$ cat config.mk
export PLATFORM = sky130hd
export DESIGN_NAME = gray_counter
export DESIGN_NICKNAME = d
export VERILOG_FILES = /design/src/rtl/gray_pkg.sv /design/src/rtl/bin2gray_conv.sv /design/src/rtl/gray_counter.sv
export SDC_FILE = /design/constraint.sdc
export NUM_CORES = 1
export LEC_CHECK = 0
export ABC_AREA = 1
export CAP_MARGIN = 20
export CORE_AREA = 2 2 39 41
export CTS_CLUSTER_DIAMETER = 120
export DETAILED_ROUTE_END_ITERATION = 10
export DIE_AREA = 0 0 41 43
export REMOVE_ABC_BUFFERS = 1
export SETUP_SLACK_MARGIN = 0.3
export SYNTH_ARGS = -nofsm -noshare
export SYNTH_HDL_FRONTEND = slang
export SYNTH_SLANG_ARGS = --single-unit
$ cat constraint.sdc
create_clock -name Clk -period 1.32 [get_ports Clk]
set_clock_uncertainty 0.05 [all_clocks]
set_input_delay 0.396 -clock Clk [delete_from_list [all_inputs] [get_ports Clk]]
set_output_delay 0.396 -clock Clk [all_outputs]
set_load 0.02 [all_outputs]
$ cat src/rtl/gray_pkg.sv
// Shared constants and the binary-to-Gray mapping used by the Gray counter.
package gray_pkg;

  localparam int unsigned GRAY_W_DEFAULT = 3;
  localparam int unsigned GRAY_W_MAX     = 16;

  function automatic logic [GRAY_W_MAX-1:0] bin2gray(input logic [GRAY_W_MAX-1:0] bin);
    return bin ^ (bin >> 1);
  endfunction

endpackage

$ cat src/rtl/bin2gray_conv.sv
// Combinational binary-to-Gray converter for any width up to GRAY_W_MAX.
module bin2gray_conv
  import gray_pkg::*;
#(
  parameter int unsigned WIDTH = GRAY_W_DEFAULT
) (
  input  logic [WIDTH-1:0] bin_i,
  output logic [WIDTH-1:0] gray_c
);

  // Zero-extension keeps the shifted-in MSB at 0, so truncation is exact.
  assign gray_c = WIDTH'(bin2gray(GRAY_W_MAX'(bin_i)));

endmodule

$ cat src/rtl/gray_counter.sv
// Enable-gated Gray-code counter with a sticky wrap (overflow) flag.
module gray_counter
  import gray_pkg::*;
#(
  parameter int unsigned WIDTH = GRAY_W_DEFAULT
) (
  input  logic             Clk,
  input  logic             Reset,
  input  logic             En,
  output logic [WIDTH-1:0] Output,
  output logic             Overflow
);

  localparam logic [WIDTH-1:0] BIN_LAST = {WIDTH{1'b1}};

  logic [WIDTH-1:0] bin_q, bin_d;
  logic [WIDTH-1:0] gray_q, gray_d;
  logic             ovf_q, ovf_d;

  // Next binary count and sticky flag; the flag sets on the wrap edge.
  always_comb begin
    bin_d = bin_q;
    ovf_d = ovf_q;
    if (En) begin
      bin_d = bin_q + WIDTH'(1);
      if (bin_q == BIN_LAST) begin
        ovf_d = 1'b1;
      end
    end
  end

  // Gray code of the next count, registered so Output comes straight off a flop.
  bin2gray_conv #(
    .WIDTH (WIDTH)
  ) u_bin2gray (
    .bin_i  (bin_d),
    .gray_c (gray_d)
  );

  always_ff @(posedge Clk or negedge Reset) begin
    if (!Reset) begin
      bin_q  <= '0;
      gray_q <= '0;
      ovf_q  <= 1'b0;
    end else begin
      bin_q  <= bin_d;
      gray_q <= gray_d;
      ovf_q  <= ovf_d;
    end
  end

  assign Output   = gray_q;
  assign Overflow = ovf_q;

endmodule

Yosys cells after proc, flatten, opt, wreduce, memory -nomap -nowiden. Cells that the tools add are included.

Add/subtract/negate cells: 1. Equal/unequal tests: 1. Mux-type cells: 1. Bitwise operators: 1. Reductions and logical operators: 1.

Operators by type and width (count): $add 3x1->3 const B (1); $eq 3x3->1 const B (1); $mux 3 (1); $xor 3x2->3 (1); $reduce_and 2->1 (1).

Register bits after elaboration: 7. Input port bits: 3. Output and inout bits: 4. Logic and storage cells: 8.

Depth between registers and ports, before layout.
Depth after elaboration: 3. Mapped depth: 7. Mapped depth without buffers: 7.

Cells and area by module. From an unflattened synthesis, not the netlist that was laid out.

Cells, all modules: 33. Area total of the unflattened synthesis: 294.0 µm².

By module, submodules not included: gray_counter (instances 1, cells each 23, area each 252.7 µm², seq. area each 175.2 µm²); bin2gray_conv (instances 1, cells each 10, area each 41.3 µm², seq. area each 0.0 µm²).

Worst setup path after synthesis. Ideal clock, no wire load.

Path kind: register to register. From: reg bin_q[0]. To: reg gray_q[1], in the netlist Output[1]. Library setup time: 0.116 ns. Arrival time: 1.086 ns. Required time: 1.154 ns. Slack: 0.067 ns. Stages on the path, launching flop included: 8. Buffers on the path: 0. Clock period less this slack: 1.253 ns. Cell sequence: dfrtp_1 > ha_1 > ha_1 > inv_1 > nand2_1 > nand2_2 > nand2_1 > nand2_1.

Cells in the longest elaborated chain, start to end: 3.

Ends and longest elaborated chain: start: declaration (RTL line gray_counter.sv:16) `logic [WIDTH-1:0] bin_q, bin_d;`; start signal: assignment (RTL line gray_counter.sv:46) `bin_q <= bin_d;`; $add 3x1->3 (RTL line gray_counter.sv:25) `bin_d = bin_q + WIDTH'(1);`; $mux 3 (RTL line gray_counter.sv:24) `if (En) begin`; $xor 3x2->3 (RTL line gray_pkg.sv:8) `return bin ^ (bin >> 1);`; net gray_d[1] (RTL line gray_counter.sv:17) `logic [WIDTH-1:0] gray_q, gray_d;`; end signal: assignment (RTL line gray_counter.sv:47) `gray_q <= gray_d;`; end: declaration (RTL line gray_counter.sv:17).

The timed path passes the listed nets, and every way through them passes these cells. A chain may end at the register's enable or synchronous reset.

Final worst setup path. Same ends and word-level chain as after synthesis.

==> results.md <==
- The CTS buffer count is 3.
- The count of final hold-check violations is 0.
- The clock-pin slew on the worst setup and hold paths is approximately 0.050 ns.
- From bottom edge to top edge, the die measures 43 um.
- The type of the worst setup path is flip-flop to flip-flop.
- Across all hold checks on the routed design, the worst slack comes to 0.337 ns.
- The final instance count without filler cells is 73.
- TritonCTS built the clock tree.
- The final number of setup-violating endpoints is 0.
- The clock sink count is 6.
- The buffer cell driving the clock tree root is sky130_fd_sc_hd__clkbuf_4.
- The maximum clock path buffer count is 2.
- At the pin with the least slew margin, the transition time is 0.272 ns.
- The repair_antennas step left the layout with diodes totalling 0.
- For the finished layout, the period the worst path requires is around 1.3 ns.
- The number of levels the H-tree was split into is 1.
- After global routing the overflow that remains totals 0.
- The worst slew margin relative to its limit is 0.818.
- Once routing completed, OpenROAD measured the worst setup slack at 0.0591 ns.
- Across all layers, the routed design uses 296 vias.
- The congestion estimate from routability-driven global placement came to 0.754.
- In the routed design, unresolved DRC markers number 0.
- The highest ir drop seen on vdd is 0.816 mV.
- STA classifies the critical path startpoint as a flip-flop.
- The power per cell area is 2130 mW/mm^2.
- Max-cap violations in this run came to 0.
- For this run, the top clock speed supported by timing is 0.793 GHz.
- The share of the clock period used by the worst path is 0.955.
- The total number of yosys warnings is 0.
- The tightest min-delay check is of the input pin to asynchronous set/reset pin type.
- The cell area that synthesis handed to floorplanning was 357 um^2.
- The die is approximately 41 um wide.
- The number of antenna violations at the first check in global routing came to 0.
- The floorplan step defined a die boundary enclosing 0.00176 mm^2.
- Compared with the post-synthesis result, the final layout area differs by 56.5%.
- The number of global-route vias before repair is 312.
- On the worst path, the slowest cell contributes a delay of slightly above 0.4 ns.
- The cell type of the slowest stage on the worst timing path is sky130_fd_sc_hd__dfrtp_1.
- The initialized floorplan defines 14 standard-cell rows.
- The mean area per synthesized cell is 8.70 um^2.
- For this configuration, the core starts out at a cell density of 0.258.
- The floorplan step defined a core boundary enclosing approximately 0.0014 mm^2.
- The final layout contains 64 nets.
- The number of nets with antenna violations after routing is 0.
- The count of hold buffers inserted by post-cts repair is 0.
- OpenSTA, run right after detailed placement, puts the worst setup slack at -0.167 ns.
- In this design, the critical path's most frequently occurring cell is sky130_fd_sc_hd__nand2_2.
- The first-pass GRT wire length is roughly 1.3 mm.
- The endpoint required time on the critical path is around 1.4 ns.
- Walking the worst path, the cells encountered are ha_4 -> ha_4 -> inv_2 -> nand2_2 -> nand2_2 -> nand2_2 -> nand2_2.
- The number of buffer and inverter instances along the worst setup path is 1.
- Yosys mapped the design onto 10 distinct sky130hd cell types.
- The cell family contributing the most delay on the critical path is adder cells.
- For this block, the initial DRC count from the detailed router was 2.
- Setup repair after global routing could not meet its margin everywhere.
- The synthesized flop and latch total is 6.
- The later-pin clock latency in the skew report is approximately 0.24 ns.
- After detailed routing, the number of vias per cell comes to ~4.
- The maximum fanout along the worst path is 2.
- The static leakage power is 0.291 nW.
- STA classifies the critical path endpoint as a flip-flop.
- The total global routing track utilization is 0.115.
- The share of the Yosys chip area taken by registers is 0.421.
- The number of slew-limit violations in the final report is 0.
- Entering global routing, the biggest net connects 9 pins.
- STA puts the critical path data arrival time at 1.35 ns.
- In the final layout, the share of cells above drive strength 1 is 0.684.
- The number of ports placed on the die boundary is 7.
- The number of I/O port buffers is 6.
- The overall routed net length is 780 um.
- Before antenna repair, the detailed router went through 2 iterations.
- The count of placed standard cells including taps is 66.
- The run finished with clean final reports.
- The synthesized instance count is around 40.
- The routed wire length per instance is 10.7 um.
cells in the mapped netlist:
cell type | instances | area [um^2]
sky130_fd_sc_hd__nand2_2 | 8 | 50.1
sky130_fd_sc_hd__inv_1 | 5 | 18.8
sky130_fd_sc_hd__dfrtp_1 | 6 | 150
sky130_fd_sc_hd__buf_6 | 1 | 11.3
sky130_fd_sc_hd__ha_1 | 2 | 25.0
sky130_fd_sc_hd__a21o_1 | 1 | 7.51
sky130_fd_sc_hd__buf_4 | 1 | 7.51
sky130_fd_sc_hd__nand2_4 | 2 | 22.5
sky130_fd_sc_hd__nand2_1 | 14 | 52.6
sky130_fd_sc_hd__inv_8 | 1 | 11.3
worst reg2reg max path, delay by kind of cell (launching register included):
family,cells,cell delay [ns]
and+or+nand+nor,4,0.21
DFF,1,0.41
adders and majority gates,2,0.45
buffers and inverters,1,0.03
repair_timing:
| action | in CTS | in global routing |
|---|---|---|
| resized for setup | 37 | 2 |
| setup buffers | 3 | 1 |
| pin swaps | 9 | 5 |
| endpoints found under the setup margin | 10 | 9 |
worst paths after layout:
| check | startpoint | to | slack, ns | cells after the start |
|---|---|---|---|---|
| max | bin_q[0] | Output[1] | 0.06 | 7 |
| min | Reset | Overflow | 0.34 | 1 |
| max reg2reg | bin_q[0] | Output[1] | 0.06 | 7 |
| min reg2reg | Overflow | Overflow | 0.51 | 2 |
| max in group asynchronous | Reset | Output[0] | 0.66 | 1 |
| min in group Clk | Overflow | Overflow | 0.51 | 2 |
per-layer routing:
layer | track usage | vias to the layer above | wire length [um]
met4 | 0.0400 | 0 | 0
li1 | - | 150 | -
met3 | 0.0471 | 0 | 38
met2 | 0.188 | 7 | 478
met5 | 0 | - | 0
met1 | 0.128 | 139 | 263
cells in the final DEF, fill, tap and decap left out:
cell,n
sky130_fd_sc_hd__inv_8,1
sky130_fd_sc_hd__nand2_2,15
sky130_fd_sc_hd__dlygate4sd2_1,1
sky130_fd_sc_hd__clkdlybuf4s50_1,1
sky130_fd_sc_hd__dfrtp_1,6
sky130_fd_sc_hd__inv_1,2
sky130_fd_sc_hd__clkbuf_4,3
sky130_fd_sc_hd__inv_2,3
sky130_fd_sc_hd__buf_4,8
sky130_fd_sc_hd__buf_6,5
sky130_fd_sc_hd__nand2_4,2
sky130_fd_sc_hd__nand2_1,7
sky130_fd_sc_hd__ha_4,2
sky130_fd_sc_hd__a21o_1,1
sequential cells by signal, summed over array words and instances, names as in the netlist:
| signal | count |
|---|---|
| Output | 2 |
| bin_q | 3 |
| Overflow | 1 |
power by group:
group	switching [W]	leakage (nW)	total, W	internal (W)
Clock	0.0000684	0.0138	0.000171	0.000103
Sequential	0.0000550	0.0722	0.000314	0.000259
Combinational	0.000343	0.205	0.000704	0.000361
Total	0.000466	0.291	0.00119	0.000723
through the flow:
step	utilization	total power, W	TNS (ns)	area, um^2
floorplan	-	0.000600	0	338
global placement	0.329	0.000831	-0.549	455
detailed placement	0.329	0.000847	-0.637	455
CTS	0.394	0.00117	0	546
global route	0.403	0.00128	0	558
finish	0.403	0.00119	0	558
cells by family after synthesis:
| kind of cell | share of synthesized area |
|---|---|
| AOI/OAI and AO/OA | 0.0211 |
| adders and majority gates | 0.0702 |
| buffers and inverters | 0.137 |
| DFF | 0.421 |
| and+or+nand+nor | 0.351 |
cell type report:
class / count / area (um^2)
multi-input combinational: 27 / 200
clock buffer: 3 / 22.5
inverter: 6 / 30.0
sequential: 6 / 150
fill: 144 / 826
tap: 16 / 20.0
timing repair buffer: 15 / 135
Note: power is estimated with default switching activity, not from simulation.
